File: config.mk
export PLATFORM = sky130hd
export DESIGN_NAME = exe_stage_pipe
export DESIGN_NICKNAME = d
export VERILOG_FILES = /design/src/rtl/exe_pkg.sv /design/src/rtl/exe_val2_shifter.sv /design/src/rtl/exe_stage_pipe.sv
export SDC_FILE = /design/constraint.sdc
export NUM_CORES = 2
export LEC_CHECK = 0
export ABC_AREA = 0
export BUFFER_PORTS_ARGS = -buffer_cell sky130_fd_sc_hd__buf_4
export CAP_MARGIN = 40
export CORE_ASPECT_RATIO = 0.9
export CORE_MARGIN = 10
export CORE_UTILIZATION = 45
export CTS_CLUSTER_DIAMETER = 200
export DETAILED_ROUTE_END_ITERATION = 8
export PLACE_DENSITY = 0.68
export SLEW_MARGIN = 15
export SYNTH_ARGS = -nofsm -noshare
export SYNTH_HDL_FRONTEND = slang
export SYNTH_SLANG_ARGS = --single-unit
File: constraint.sdc
create_clock -name clk -period 8.81 [get_ports clk]
set_clock_uncertainty 0.05 [all_clocks]
set_input_delay 0.4405 -clock clk [delete_from_list [all_inputs] [get_ports clk]]
set_output_delay 0.4405 -clock clk [all_outputs]
set_load 0.005 [all_outputs]
File: src/rtl/exe_pkg.sv
// Shared encodings for the registered execute stage: command codes, shifter types,
// status-register bit positions and the stage FSM state type.
package exe_pkg;

    // CMP is issued as EXE_SUB and TST as EXE_AND; LDR/STR are issued as EXE_ADD.
    localparam logic [3:0] EXE_MOV = 4'b0001;
    localparam logic [3:0] EXE_MVN = 4'b1001;
    localparam logic [3:0] EXE_ADD = 4'b0010;
    localparam logic [3:0] EXE_ADC = 4'b0011;
    localparam logic [3:0] EXE_SUB = 4'b0100;
    localparam logic [3:0] EXE_SBC = 4'b0101;
    localparam logic [3:0] EXE_AND = 4'b0110;
    localparam logic [3:0] EXE_ORR = 4'b0111;
    localparam logic [3:0] EXE_EOR = 4'b1000;
    localparam logic [3:0] EXE_MUL = 4'b1010;

    localparam logic [1:0] SH_LSL = 2'b00;
    localparam logic [1:0] SH_LSR = 2'b01;
    localparam logic [1:0] SH_ASR = 2'b10;
    localparam logic [1:0] SH_ROR = 2'b11;

    localparam int unsigned SR_N = 3;
    localparam int unsigned SR_C = 2;
    localparam int unsigned SR_Z = 1;
    localparam int unsigned SR_V = 0;

    typedef enum logic {
        IDLE,
        MUL_RUN
    } exe_state_e;

endpackage

File: src/rtl/exe_val2_shifter.sv
// Combinational second-operand generator: 12-bit offset for memory ops, rotated
// 8-bit immediate, or shifted register. All shift amounts are taken modulo DW.
module exe_val2_shifter
    import exe_pkg::*;
#(
    parameter int unsigned DW = 32
) (
    input  logic          mem_cmd,
    input  logic          imm,
    input  logic [11:0]   shift_operand,
    input  logic [DW-1:0] val_rm,
    output logic [DW-1:0] val2
);

    logic [2*DW-1:0] dbl;
    logic [31:0]     amt;
    logic [DW-1:0]   imm8;

    assign imm8 = {{(DW-8){1'b0}}, shift_operand[7:0]};

    // Select the operand form; rotates are done by shifting a doubled copy.
    always_comb begin
        val2 = '0;
        amt  = '0;
        dbl  = '0;
        if (mem_cmd) begin
            val2 = {{(DW-12){1'b0}}, shift_operand};
        end else if (imm) begin
            amt  = (32'(shift_operand[11:8]) << 1) % DW;
            dbl  = {imm8, imm8};
            val2 = DW'(dbl >> amt);
        end else begin
            amt = 32'(shift_operand[11:7]) % DW;
            case (shift_operand[6:5])
                SH_LSL: val2 = val_rm << amt;
                SH_LSR: val2 = val_rm >> amt;
                SH_ASR: val2 = $signed(val_rm) >>> amt;
                default: begin
                    dbl  = {val_rm, val_rm};
                    val2 = DW'(dbl >> amt);
                end
            endcase
        end
    end

endmodule

File: src/rtl/exe_stage_pipe.sv
// Registered execute stage with valid/ready on both sides, internal status register,
// multicycle multiply and flush. Optional feature: define EXE_STALL_CNT_EN to add a
// saturating 32-bit count of cycles where upstream is valid but not accepted.
module exe_stage_pipe
    import exe_pkg::*;
#(
    parameter int unsigned DW       = 32,
    parameter int unsigned MUL_LAT  = 4,
    parameter int unsigned BR_SHIFT = 0
) (
    input  logic          clk,
    input  logic          rst,
    input  logic          in_valid,
    output logic          in_ready,
    input  logic [3:0]    exe_cmd,
    input  logic          mem_r_en,
    input  logic          mem_w_en,
    input  logic          s_bit,
    input  logic [DW-1:0] pc,
    input  logic [DW-1:0] val_rn,
    input  logic [DW-1:0] val_rm,
    input  logic          imm,
    input  logic [11:0]   shift_operand,
    input  logic [23:0]   signed_imm_24,
    input  logic          flush,
    output logic          out_valid,
    input  logic          out_ready,
    output logic [DW-1:0] alu_result,
    output logic [DW-1:0] br_addr,
    output logic [DW-1:0] st_data,
    output logic          out_mem_r_en,
    output logic          out_mem_w_en,
    output logic [3:0]    status
`ifdef EXE_STALL_CNT_EN
    ,
    output logic [31:0]   stall_cnt
`endif
);

    localparam int unsigned CW = (MUL_LAT > 1) ? $clog2(MUL_LAT) : 1;

    exe_state_e    state_q, state_d;
    logic [CW-1:0] cnt_q, cnt_d;
    logic [DW-1:0] mul_a_q, mul_a_d, mul_b_q, mul_b_d;
    logic [DW-1:0] mul_br_q, mul_br_d, mul_st_q, mul_st_d;
    logic          mul_s_q, mul_s_d;
    logic          out_valid_q, out_valid_d;
    logic [DW-1:0] alu_result_q, alu_result_d, br_addr_q, br_addr_d, st_data_q, st_data_d;
    logic          out_mem_r_en_q, out_mem_r_en_d, out_mem_w_en_q, out_mem_w_en_d;
    logic [3:0]    status_q, status_d;

    logic          mem_cmd, is_mul, accept, load_en;
    logic [3:0]    op_cmd;
    logic [DW-1:0] val2, br_off, br_target, mul_prod;
    logic [DW-1:0] addend, alu_res;
    logic [DW:0]   sum;
    logic          cin, arith, logic_op;
    logic [3:0]    alu_flags, mul_flags;

    assign mem_cmd  = mem_r_en | mem_w_en;
    assign op_cmd   = mem_cmd ? EXE_ADD : exe_cmd;
    assign is_mul   = (op_cmd == EXE_MUL);
    assign in_ready = (state_q == IDLE) && (!out_valid_q || out_ready) && !flush;
    assign accept   = in_valid && in_ready;

    exe_val2_shifter #(
        .DW (DW)
    ) u_val2 (
        .mem_cmd       (mem_cmd),
        .imm           (imm),
        .shift_operand (shift_operand),
        .val_rm        (val_rm),
        .val2          (val2)
    );

    if (DW >= 24) begin : g_br_wide
        assign br_off = {{(DW-24){signed_imm_24[23]}}, signed_imm_24};
    end else begin : g_br_narrow
        assign br_off = signed_imm_24[DW-1:0];
    end
    assign br_target = pc + (br_off << BR_SHIFT);

    assign mul_prod = mul_a_q * mul_b_q;

    // Flags after a multiply: N and Z from the product, C and V preserved.
    always_comb begin
        mul_flags       = status_q;
        mul_flags[SR_N] = mul_prod[DW-1];
        mul_flags[SR_Z] = (mul_prod == '0);
    end

    // Single-cycle ALU; subtraction is a + ~b + cin so C comes out as NOT borrow.
    always_comb begin
        addend   = val2;
        cin      = 1'b0;
        arith    = 1'b0;
        logic_op = 1'b0;
        alu_res  = '0;
        case (op_cmd)
            EXE_MOV: begin alu_res = val2;          logic_op = 1'b1; end
            EXE_MVN: begin alu_res = ~val2;         logic_op = 1'b1; end
            EXE_AND: begin alu_res = val_rn & val2; logic_op = 1'b1; end
            EXE_ORR: begin alu_res = val_rn | val2; logic_op = 1'b1; end
            EXE_EOR: begin alu_res = val_rn ^ val2; logic_op = 1'b1; end
            EXE_ADD: arith = 1'b1;
            EXE_ADC: begin arith = 1'b1; cin = status_q[SR_C]; end
            EXE_SUB: begin arith = 1'b1; addend = ~val2; cin = 1'b1; end
            EXE_SBC: begin arith = 1'b1; addend = ~val2; cin = status_q[SR_C]; end
            default: ;
        endcase
        sum = {1'b0, val_rn} + {1'b0, addend} + {{DW{1'b0}}, cin};
        if (arith) begin
            alu_res = sum[DW-1:0];
        end
        alu_flags = status_q;
        if (arith || logic_op) begin
            alu_flags[SR_N] = alu_res[DW-1];
            alu_flags[SR_Z] = (alu_res == '0);
        end
        if (arith) begin
            alu_flags[SR_C] = sum[DW];
            alu_flags[SR_V] = (val_rn[DW-1] == addend[DW-1]) && (alu_res[DW-1] != val_rn[DW-1]);
        end
    end

    // Next-state: flush wins; otherwise accept, multiply sequencing and output drain.
    always_comb begin
        state_d        = state_q;
        cnt_d          = cnt_q;
        mul_a_d        = mul_a_q;
        mul_b_d        = mul_b_q;
        mul_br_d       = mul_br_q;
        mul_st_d       = mul_st_q;
        mul_s_d        = mul_s_q;
        alu_result_d   = alu_result_q;
        br_addr_d      = br_addr_q;
        st_data_d      = st_data_q;
        out_mem_r_en_d = out_mem_r_en_q;
        out_mem_w_en_d = out_mem_w_en_q;
        status_d       = status_q;
        out_valid_d    = out_valid_q;
        load_en        = 1'b0;
        if (flush) begin
            state_d     = IDLE;
            out_valid_d = 1'b0;
        end else begin
            unique case (state_q)
                IDLE: begin
                    if (accept && is_mul) begin
                        mul_a_d  = val_rn;
                        mul_b_d  = val_rm;
                        mul_br_d = br_target;
                        mul_st_d = val_rm;
                        mul_s_d  = s_bit;
                        cnt_d    = CW'(MUL_LAT - 1);
                        state_d  = MUL_RUN;
                    end else if (accept) begin
                        load_en        = 1'b1;
                        alu_result_d   = alu_res;
                        br_addr_d      = br_target;
                        st_data_d      = val_rm;
                        out_mem_r_en_d = mem_r_en;
                        out_mem_w_en_d = mem_w_en;
                        if (s_bit && !mem_cmd) begin
                            status_d = alu_flags;
                        end
                    end
                end
                MUL_RUN: begin
                    if (cnt_q != '0) begin
                        cnt_d = cnt_q - CW'(1);
                    end else if (!out_valid_q || out_ready) begin
                        load_en        = 1'b1;
                        alu_result_d   = mul_prod;
                        br_addr_d      = mul_br_q;
                        st_data_d      = mul_st_q;
                        out_mem_r_en_d = 1'b0;
                        out_mem_w_en_d = 1'b0;
                        if (mul_s_q) begin
                            status_d = mul_flags;
                        end
                        state_d = IDLE;
                    end
                end
                default: state_d = IDLE;
            endcase
            if (load_en) begin
                out_valid_d = 1'b1;
            end else if (out_ready) begin
                out_valid_d = 1'b0;
            end
        end
    end

    // State and output registers.
    always_ff @(posedge clk or negedge rst) begin
        if (!rst) begin
            state_q        <= IDLE;
            cnt_q          <= '0;
            mul_a_q        <= '0;
            mul_b_q        <= '0;
            mul_br_q       <= '0;
            mul_st_q       <= '0;
            mul_s_q        <= 1'b0;
            out_valid_q    <= 1'b0;
            alu_result_q   <= '0;
            br_addr_q      <= '0;
            st_data_q      <= '0;
            out_mem_r_en_q <= 1'b0;
            out_mem_w_en_q <= 1'b0;
            status_q       <= '0;
        end else begin
            state_q        <= state_d;
            cnt_q          <= cnt_d;
            mul_a_q        <= mul_a_d;
            mul_b_q        <= mul_b_d;
            mul_br_q       <= mul_br_d;
            mul_st_q       <= mul_st_d;
            mul_s_q        <= mul_s_d;
            out_valid_q    <= out_valid_d;
            alu_result_q   <= alu_result_d;
            br_addr_q      <= br_addr_d;
            st_data_q      <= st_data_d;
            out_mem_r_en_q <= out_mem_r_en_d;
            out_mem_w_en_q <= out_mem_w_en_d;
            status_q       <= status_d;
        end
    end

    assign out_valid    = out_valid_q;
    assign alu_result   = alu_result_q;
    assign br_addr      = br_addr_q;
    assign st_data      = st_data_q;
    assign out_mem_r_en = out_mem_r_en_q;
    assign out_mem_w_en = out_mem_w_en_q;
    assign status       = status_q;

`ifdef EXE_STALL_CNT_EN
    logic [31:0] stall_cnt_q, stall_cnt_d;

    // Saturating stall counter; deliberately untouched by flush.
    always_comb begin
        stall_cnt_d = stall_cnt_q;
        if (in_valid && !in_ready && (stall_cnt_q != '1)) begin
            stall_cnt_d = stall_cnt_q + 32'd1;
        end
    end

    // Stall counter register.
    always_ff @(posedge clk or negedge rst) begin
        if (!rst) begin
            stall_cnt_q <= '0;
        end else begin
            stall_cnt_q <= stall_cnt_d;
        end
    end

    assign stall_cnt = stall_cnt_q;
`endif

endmodule

==> out/qor.yml <==
sta:
  min_period_ps: 8150
  worst_pin_slew_ps: 923
  finalSetupViolCount: 0
  setup_ws_ps: 657
  fin_tns_setup_ps: 0
  relSlewSlack_pct: 38.4
  min_period_over_period_pct: 92.5
  slew_viol_final: 0
  finalHoldViolations: 0
  rsz0062_at_grt: "no"
  max_freq_ghz: 0.123
route:
  antenna_left: 0
  routed_wl_mm: 130
  firstDrtPassIters: 6
  wl_per_cell_um: 24.5
  drt_iter0_drc: 3828
  drc: 0
  via_count: 32300
  viasPerCell: 6.07
setup_path:
  start_kind: "flip-flop"
  worstPathRequired_ps: 9220
  crit_arrival_ps: 8560
  critPathKind: "flip-flop to flip-flop"
  critical_path.endpoint_type: "flip-flop"
  path_max_fanout: 28
place:
  port_buffers: 248
  dpl.hpwl_mm: 102
  pre_cts_ws_ps: 691
  place.gp.congestion: 1.04
floorplanning:
  die_width_um: 315
  ioPinCount: 249
  coreArea_um2: 77800
  rows: 97
  initial_core_util_pct: 45.4
  dieHeight_um: 286
  die_area_um2: 90000
yosys:
  syn_nets: 4979
  ys_types: 99
  postSynthCellCount: 4173
  synthFlopType: "dfrtp_1"
  syn_area_per_cell_um2: 8.46
  yosys_warnings: 0
  yosys_register_bits: 203
  synth_seq_area_share_pct: 14.4
  async_reset_ff_share_pct: 100
  syn_area_um2: 35300
  synth_edf_count: 0
job:
  cap_violations: 0
grt:
  grt_pass1_wl_mm: 199
  grt_overflow: 0
  first_global_vias: 31800
  antenna_found_initial: 3
  grt_use_total_pct: 28.3
  grt_start_max_net_pins: 89
clocking:
  clk_pin_slew_ps: 80
  clk_latency_ps: 560
  post-cts-setup-buffers: 0
  root_buffer: "clkbuf_16"
  cts_max_path_buffers: 3
  cts_tree: "yes"
  h-tree-depth: 1
  clock-sinks: 203
  cts_made_buffers: 22
  cts_resized: 0
  postCtsHoldBufs: 1
run_status:
  run_status: "complete, no violations"
finish:
  syn_to_final_growth_pct: 10.2
  nets: 5072
  layout_common_cells: "nand2_1, inv_1, fa_1"
  final_layout_size_suffix_gt1_share_pct: 11.9
  mostFrequentLayoutCell: "nand2_1"
min_path:
  hold_path.class: "primary input to flip-flop"
power_and_ir_drop:
  p_leak_nw: 18.7
  irDropWorstVdd_uv: 111
  total_power_mw: 4.10
  powerDensity_nw_per_um2: 105
==> critical path, cell delays in order, from the launching register on <==
cell	delay (ps)
dfrtp_1	890
and2_1	250
fa_1	440
fa_1	520
inv_1	50
fa_1	480
fa_1	500
inv_1	40
ha_1	260
ha_1	290
fa_1	500
fa_1	410
ha_1	370
a21o_1	230
a2111o_1	440
a31o_2	250
a32oi_1	320
nand2b_1	100
a21oi_1	230
o21bai_1	100
a21o_1	210
xnor2_1	440
nand3_1	150
nor4b_1	360
a211o_1	180
==> cells in the mapped netlist (12+ instances only) <==
library cell | instances | share of area (%)
nor3_1 | 35 | 0.50
mux4_2 | 48 | 3.1
dfrtp_1 | 203 | 14
and2_1 | 322 | 5.7
and3_1 | 18 | 0.32
xnor2_1 | 117 | 2.9
xor2_1 | 54 | 1.3
mux2_2 | 31 | 0.99
buf_1 | 16 | 0.17
nand3_1 | 52 | 0.74
a21o_1 | 37 | 0.79
a211oi_1 | 32 | 0.68
nand2b_1 | 19 | 0.34
a221o_1 | 14 | 0.40
a211o_1 | 12 | 0.30
nor2b_1 | 20 | 0.35
fa_1 | 411 | 23
clkbuf_1 | 221 | 2.4
o211ai_1 | 23 | 0.49
a221oi_1 | 22 | 0.55
ha_1 | 250 | 8.9
buf_2 | 27 | 0.38
mux2i_1 | 72 | 2.0
o21ai_0 | 241 | 3.4
a21oi_1 | 210 | 3.0
nand2_1 | 603 | 6.4
nor2_1 | 210 | 2.2
o31ai_1 | 14 | 0.30
inv_1 | 474 | 5.0
o21a_1 | 15 | 0.32
a31oi_1 | 16 | 0.28
nand4_1 | 13 | 0.23
a22oi_1 | 45 | 0.96
o22ai_1 | 43 | 0.76
==> layout make-up <==
cell class | count | area (µm²)
fillers | 7429 | 38900
multi-input cells | 3207 | 27300
flip-flops and latches | 203 | 5080
repair buffers | 352 | 2760
inverters | 480 | 1800
well taps | 1039 | 1300
clock buffers | 32 | 628
clock inverters | 8 | 61.3
diodes | 1 | 2.50
==> sequential cells by signal, indices dropped and copies added (netlist names) <==
register / flops
alu_result: 32
br_addr: 32
cnt_q: 2
mul_a_q: 32
mul_br_q: 32
mul_s_q: 1
mul_st_q: 32
out_mem_r_en: 1
out_mem_w_en: 1
out_valid: 1
st_data: 32
state_q: 1
status: 4
==> path summary, 6_finish.rpt <==
path | from | end | slack (ps) | depth (start not counted)
max | mul_st_q[6] | status[1] | 660 | 24
min in group asynchronous | rst | br_addr[4] | 430 | 2
max reg2reg | mul_st_q[6] | status[1] | 660 | 24
max in group asynchronous | rst | st_data[28] | 6440 | 5
min reg2reg | mul_br_q[0] | mul_br_q[0] | 430 | 2
min | mem_r_en | out_mem_r_en | 120 | 2
==> report_power, final <==
group | switching, mW | internal [mW]
clock | 0.420 | 0.500
combinational | 1.11 | 0.765
sequential | 0.228 | 1.08
==> metrics by stage <==
stage	hold WS (ps)	utilization (%)	instance area [µm²]	std cells
final	121	50.0	38900	5322
after CTS	106	50.0	38900	5319
after detailed placement	408	49.1	38200	5278
after floorplan	94.9	-	35300	4173
after global routing	132	50.0	38900	5321
after global placement	403	48.9	38000	5268
==> kinds of logic (layout without fill, tap and decap cells) <==
group	count (synthesis)	count (layout)	share of synthesized area, %
and+or+nand+nor	1349	1349	18.1
DFF	203	203	14.4
xor gates and xnor gates	171	171	4.24
muxes	159	159	6.65
adders and majority gates	661	661	32.2
other	0	1	0
AOI/OAI and AO/OA	867	867	15.9
buffers and inverters	763	872	8.54
==> routing by layer <==
layer  vias to the layer above  track usage [%]  share of wire [%]
met5                         -                0                  0
met3                       301             4.72                9.8
met1                     16100             40.0                 42
met4                         0             10.5                4.4
li1                      14100                -                  -
met2                      1804             43.1                 44
No activity file was read; power rests on OpenSTA's default activity.
